## config.mk

```make
export PLATFORM = sky130hd
export DESIGN_NAME = mul_arbiter
export DESIGN_NICKNAME = d
export VERILOG_FILES = /design/src/rtl/mul_arbiter.sv
export SDC_FILE = /design/constraint.sdc
export NUM_CORES = 1
export LEC_CHECK = 0
export CORE_UTILIZATION = 55
export CTS_BUF_LIST = sky130_fd_sc_hd__clkbuf_4 sky130_fd_sc_hd__clkbuf_8
export CTS_CLUSTER_SIZE = 8
export DETAILED_ROUTE_END_ITERATION = 10
export DONT_BUFFER_PORTS = 1
export PLACE_DENSITY = 0.7
export SYNTH_ARGS = -nofsm -noshare
export SYNTH_HDL_FRONTEND = slang
export SYNTH_SLANG_ARGS = --single-unit
export TNS_END_PERCENT = 30
```

## constraint.sdc

```tcl
create_clock -name clk -period 4.8 [get_ports clk]
set_input_delay 0.96 -clock clk [delete_from_list [all_inputs] [get_ports clk]]
set_output_delay 0.96 -clock clk [all_outputs]
set_load 0.05 [all_outputs]
```

## src/rtl/mul_arbiter.sv

```systemverilog
// Round-robin arbiter that shares one sequential multiplier between two requesters.
// Drives the start/finish handshake and aborts with an error pulse if the multiplier never finishes.
module mul_arbiter #(
  parameter int WIDTH   = 16,
  parameter int TIMEOUT = 64
) (
  input  logic             clk,
  input  logic             reset,
  input  logic [1:0]       req,
  input  logic [WIDTH-1:0] in1_0,
  input  logic [WIDTH-1:0] in2_0,
  input  logic [WIDTH-1:0] in1_1,
  input  logic [WIDTH-1:0] in2_1,
  output logic [1:0]       gnt,
  output logic [1:0]       done,
  output logic [1:0]       err,
  output logic [WIDTH-1:0] result,
  output logic             busy,
  output logic [WIDTH-1:0] mul_in1,
  output logic [WIDTH-1:0] mul_in2,
  output logic             start_mul,
  input  logic [WIDTH-1:0] mul_out,
  input  logic             mul_finish
);

  localparam int CW = (TIMEOUT > 2) ? $clog2(TIMEOUT) : 1;
  localparam logic [CW-1:0] CNT_LAST = CW'(TIMEOUT - 1);

  typedef enum logic [2:0] {IDLE, START, WAIT, DONE, ERR} state_t;

  state_t           state_reg, state_next;
  logic [1:0]       gnt_reg;
  logic             last_reg;
  logic [CW-1:0]    cnt_reg;
  logic [WIDTH-1:0] result_reg;
  logic [WIDTH-1:0] mul_in1_reg;
  logic [WIDTH-1:0] mul_in2_reg;
  logic             win;

  // On a tie the requester that was not served last wins.
  always_comb begin
    win = 1'b0;
    if (req == 2'b10)
      win = 1'b1;
    else if (req == 2'b11)
      win = ~last_reg;
  end

  always_comb begin
    state_next = state_reg;
    case (state_reg)
      IDLE:  if (|req) state_next = START;
      START: state_next = WAIT;
      WAIT: begin
        if (mul_finish)
          state_next = DONE;
        else if (cnt_reg == CNT_LAST)
          state_next = ERR;
      end
      DONE:    state_next = IDLE;
      ERR:     state_next = IDLE;
      default: state_next = IDLE;
    endcase
  end

  always_ff @(posedge clk or negedge reset) begin
    if (!reset)
      state_reg <= IDLE;
    else
      state_reg <= state_next;
  end

  always_ff @(posedge clk or negedge reset) begin
    if (!reset) begin
      gnt_reg     <= '0;
      last_reg    <= 1'b1;
      cnt_reg     <= '0;
      result_reg  <= '0;
      mul_in1_reg <= '0;
      mul_in2_reg <= '0;
    end else begin
      case (state_reg)
        IDLE: begin
          if (|req) begin
            gnt_reg     <= win ? 2'b10 : 2'b01;
            mul_in1_reg <= win ? in1_1 : in1_0;
            mul_in2_reg <= win ? in2_1 : in2_0;
            cnt_reg     <= '0;
          end
        end
        WAIT: begin
          cnt_reg <= cnt_reg + CW'(1);
          if (mul_finish)
            result_reg <= mul_out;
        end
        DONE, ERR: begin
          last_reg <= gnt_reg[1];
          gnt_reg  <= '0;
        end
        default: ;
      endcase
    end
  end

  // All outputs decode registered state only.
  assign gnt       = gnt_reg;
  assign done      = (state_reg == DONE) ? gnt_reg : 2'b00;
  assign err       = (state_reg == ERR)  ? gnt_reg : 2'b00;
  assign start_mul = (state_reg == START);
  assign busy      = (state_reg != IDLE);
  assign result    = result_reg;
  assign mul_in1   = mul_in1_reg;
  assign mul_in2   = mul_in2_reg;

endmodule

```

# ---- Word-level counts from Yosys, hierarchy flattened
# Cells that the tools add are included.
dict set report word_totals {
  ff_bits 60
  inputBits 85
  out_inout_bits 56
  word_cells 44
}
dict set report op_classes {
  n_addsub 1
  n_eq_ne 9
  muxes 15
  n_bitwise 1
  reduce_logical 11
}
# cell count
set ops {}
lappend ops {{two-way mux 16 bit} 2}
lappend ops {{one-hot mux 6 bit (2 select lines)} 1}
lappend ops {{AND reduction 2 bit} 5}
lappend ops {{two-way mux 3 bit} 3}
lappend ops {{one-hot mux 3 bit (3 select lines)} 1}
lappend ops {{two-way mux 2 bit} 4}
lappend ops {{adder 6 x 1 -> 6 bit (second input constant)} 1}
lappend ops {{== test 3 x 2 -> 1 bit (second input constant)} 2}
lappend ops {{== test 6 bit (second input constant)} 1}
lappend ops {{two-way mux 6 bit} 1}
lappend ops {{== test 2 bit (second input constant)} 2}
lappend ops {{one-hot mux 2 bit (2 select lines)} 1}
lappend ops {{nonzero test 2 bit} 2}
lappend ops {{OR reduction 2 bit} 2}
lappend ops {{== test 3 x 1 -> 1 bit (second input constant)} 1}
lappend ops {{== test 3 bit (second input constant)} 1}
lappend ops {{logical NOT 3 bit} 1}
lappend ops {{inequality test 3 bit (second input constant)} 1}
lappend ops {{nonzero test 3 bit} 1}
lappend ops {{two-way mux 1 bit} 2}
lappend ops {{inequality test 2 bit (second input constant)} 1}
lappend ops {{inverter 1 bit} 1}

# ---- Longest topological paths before layout
dict set report logic_depth {
  depth_word 6
  mapped_depth 6
  mapped_depth_nobuf 4
}

# ---- Worst setup path after synthesis
# OpenSTA, ideal clock, no wires.
dict set report synth_timing {
  kind {register to output}
  start {register state_reg[2]}
  end {output start_mul}
  t_arrival_ns 1.783
  required_time_ns 3.840
  path_slack_ns 2.057
  path_stages_with_launch 3
  n_path_buf 1
  cell_sequence {dfrtp_1 clkbuf_1 nor3b_1}
}
dict set report synth_between {
  elab_chain_cells 1
}
# element line
set synth_rtl {}
lappend synth_rtl {{start: declaration} 31} ;# state_t state_reg, state_next;
lappend synth_rtl {{start signal: assignment} 70} ;# state_reg <= state_next;
lappend synth_rtl {{== test 3 x 1 -> 1 bit} 109} ;# assign start_mul = (state_reg == START);
lappend synth_rtl {{end: declaration} 21} ;# output logic start_mul,
# No other way between the ends.

# ---- Worst setup path after layout
dict set report layout_timing {
  start {register state_reg[2]}
  end {output busy}
}
dict set report layout_between {
  elab_chain_cells 1
}
# element line
set layout_rtl {}
lappend layout_rtl {{nonzero test 3 bit} 110} ;# assign busy = (state_reg != IDLE);
lappend layout_rtl {{end: declaration} 18} ;# output logic busy,
# No other way between the ends.

==> impl_metrics.csv <==
group,metric,value,unit
floorplanning,dieArea,5220,um2
setup_path,r2r_slack,1.84,ns
clocking,holdBufCountCts,0,
sta,fmax,301,MHz
finish,nets,296,
setup_path,critPathRequiredTime,3.84,ns
pwr,clock_power_share,16.2,%
finish,fillCellCount,359,
global_routing,grt_pass1_wl,8.69,mm
finish,final_area,2900,um2
detailed_routing,avgRoutedWirePerCell,20.7,um
sta,min_period,3.32,ns
logic_synthesis,netlist_area,2710,um2
setup_path,cp-end-kind,"output port",
setup_path,arrival,2.36,ns
finish,layout.cells.most_common,"dfrtp_1",
detailed_routing,via_count,1833,
sta,skew,0.00986,ns
logic_synthesis,synth-compound-area-share,24.6,%
logic_synthesis,postSynthAreaPerCell,12.4,um2
finish,final_cells,282,
detailed_routing,wl,5.85,mm
sta,hold_viol,0,
floorplanning,fp.dieW,72.2,um
finish,num_antenna_cells,0,
run,cap_viol_max_count,0,
floorplanning,core-area,4720,um2
place,io_buffers,0,
clocking,tritoncts,"built",
floorplanning,die_y,72.2,um
logic_synthesis,synth_top_family_by_area,"compound AO/OA/AOI/OAI gates",
place,placed_cells,266,
clocking,cts_resized,0,
logic_synthesis,syn-num-nets,305,
finish,final_cell_mix,"dfrtp_1, a21boi_0, a221o_1",
pwr,ir_worst_vdd,0.419,mV
pwr,p_int,1.27,mW
logic_synthesis,ys_warn_count,0,
setup_path,start_kind,"flip-flop",
clocking,cts.path.max_buffers,2,
detailed_routing,vias_per_cell,6.50,
sta,rsz0062_at_grt,"no",
clocking,cts.sinks,60,
setup_path,timing_worst_setup_path_type,"flip-flop to output port",
logic_synthesis,synthSimpleGateAreaFrac,7.33,%
detailed_routing,dr.first_iter.drc_count,105,
sta,setup_viol,0,
pwr,net-switching-power,1.44,mW
pwr,p_leak,1.23,nW
floorplanning,row_count,25,
floorplanning,initial_core_util,57.4,%
global_routing,grt_max_degree,61,
pwr,power.total,2.71,mW
logic_synthesis,ys_ff_latch,60,
run_status,outcome,"finished clean",
pwr,sequentialPowerShare,60.8,%
logic_synthesis,async_reset_ff_share,100,%
logic_synthesis,synth_flop_cell,"dfrtp_1",
sta,worstMarginPinSlew,1.17,ns
clocking,cts_root_buf,"clkbuf_8",
detailed_routing,dr.pass1.iters,4,
sta,maxSlewViolCount,0,
clocking,htree_levels,3,
floorplanning,ios,141,
logic_synthesis,synth_fa_ha_area_share,0.461,%
global_routing,track_usage,22.6,%
logic_synthesis,netlist_instances,219,
sta,slew_headroom,22.0,%
clocking,postCtsSetupRepairBufs,0,
place,dp_hpwl,4.06,mm
finish,drive_above_1_share,12.6,%
logic_synthesis,synth_top_area_share,54.4,%
detailed_routing,ant_nets,0,
logic_synthesis,seq_area_frac_synth,55.4,%
logic_synthesis,synth_edf_count,0,
finish,area_delta_synth_final,6.87,%
worst_hold_path,hold_class,"input port to asynchronous set/reset pin",
place,place_congestion,0.879,
clocking,clk_pin_slew,0.07,ns
pwr,power_density,934,nW/um2
pwr,p_comb_share,23.0,%
logic_synthesis,synth-xor-area-share,0.323,%
sta,fin_setup_tns,0,ns
logic_synthesis,synth_area_leaders,"dfrtp_1, a221o_1, a21boi_0",
logic_synthesis,synth.largest_area_cell,"dfrtp_1",
pwr,p_sw_share,53.3,%
global_routing,grt-ovfl-total,0,
global_routing,antenna_found_initial,0,
clocking,insertion_delay,0.34,ns
sta,period_share,69.2,%
logic_synthesis,synth.distinct_cells,38,
logic_synthesis,synthMuxAreaShare,7.75,%
detailed_routing,drc_errors,0,
global_routing,grt_pass1_vias,1830,
setup_path,path_max_fanout,35,
place,place_area,2710,um2
sta,hold_slack,0.310,ns
clocking,numCtsBuffers,9,
==> per-stage QoR <==
stage               utilization, %  setup slack (ns)
floorplan                        -              2.06
global placement              57.3              1.96
global route                  61.4              1.31
detailed placement            57.3              1.83
finish                        61.4              1.48
CTS                           61.4              1.47
==> power groups by stage <==
stage | Clock (mW) | Combinational [mW] | Sequential [mW]
final | 0.438 | 0.622 | 1.65
after floorplan | 0 | 0.578 | 1.58
after CTS | 0.448 | 0.629 | 1.65
after global routing | 0.465 | 0.694 | 1.68
after detailed placement | 0 | 0.631 | 1.65
after global placement | 0 | 0.588 | 1.65
==> final cells by class <==
| class | instances | area (um2) | share of cell area, % |
|---|---|---|---|
| well taps | 67 | 83.8 | 2.89 |
| flip-flops and latches | 60 | 1500 | 51.8 |
| multi-input cells | 136 | 1110 | 38.3 |
| inverters | 3 | 11.3 | 0.388 |
| clock inverters | 7 | 67.6 | 2.33 |
| clock buffers | 9 | 124 | 4.27 |
==> critical path: stages (launching register included) <==
cell and delay (ns):
dfrtp_1 0.55, nor3_4 0.93, inv_1 0.54
==> cell usage after synthesis (2+ instances only) <==
cell / instances
dfrtp_1: 59
a21boi_0: 32
a221o_1: 32
buf_2: 11
mux2_1: 10
clkbuf_1: 7
mux2_2: 6
o21ai_0: 6
a21oi_1: 5
nand2_1: 5
and3_1: 4
and2_1: 3
inv_1: 3
mux2i_1: 3
nor2_1: 3
nor3_1: 3
or3_1: 3
a21o_1: 2
nand2b_1: 2
nand3_1: 2
==> metal layers <==
layer / track usage (%) / up-vias / wire length [um]
li1: - / 817 / -
met1: 27.6 / 892 / 2330
met2: 35.5 / 116 / 2860
met3: 6.94 / 8 / 541
met4: 13.1 / 0 / 111
met5: 0 / - / 0
==> path summary, 6_finish.rpt <==
kind,startpoint,to,depth (start not counted)
worst max register to register,state_reg[2]$_DFFE_PN0P_,mul_in2[3]$_DFFE_PN0P_,3
min in group clk,cnt_reg[5]$_DFFE_PN0P_,cnt_reg[5]$_DFFE_PN0P_,1
worst min-delay path,reset,cnt_reg[5]$_DFFE_PN0P_,0
worst max-delay path,state_reg[2]$_DFFE_PN0P_,busy,2
worst min register to register,cnt_reg[5]$_DFFE_PN0P_,cnt_reg[5]$_DFFE_PN0P_,1
max in group asynchronous,reset,last_reg$_DFFE_PN1P_,0
==> kinds of logic after synthesis <==
logic type                 Yosys count
DFF                                 60
xor gates and xnor gates             1
buffers and inverters               23
muxes                               19
AOI/OAI and AO/OA                   82
adders and majority gates            1
and+or+nand+nor                     33
Power figures use the tool's default switching activity.
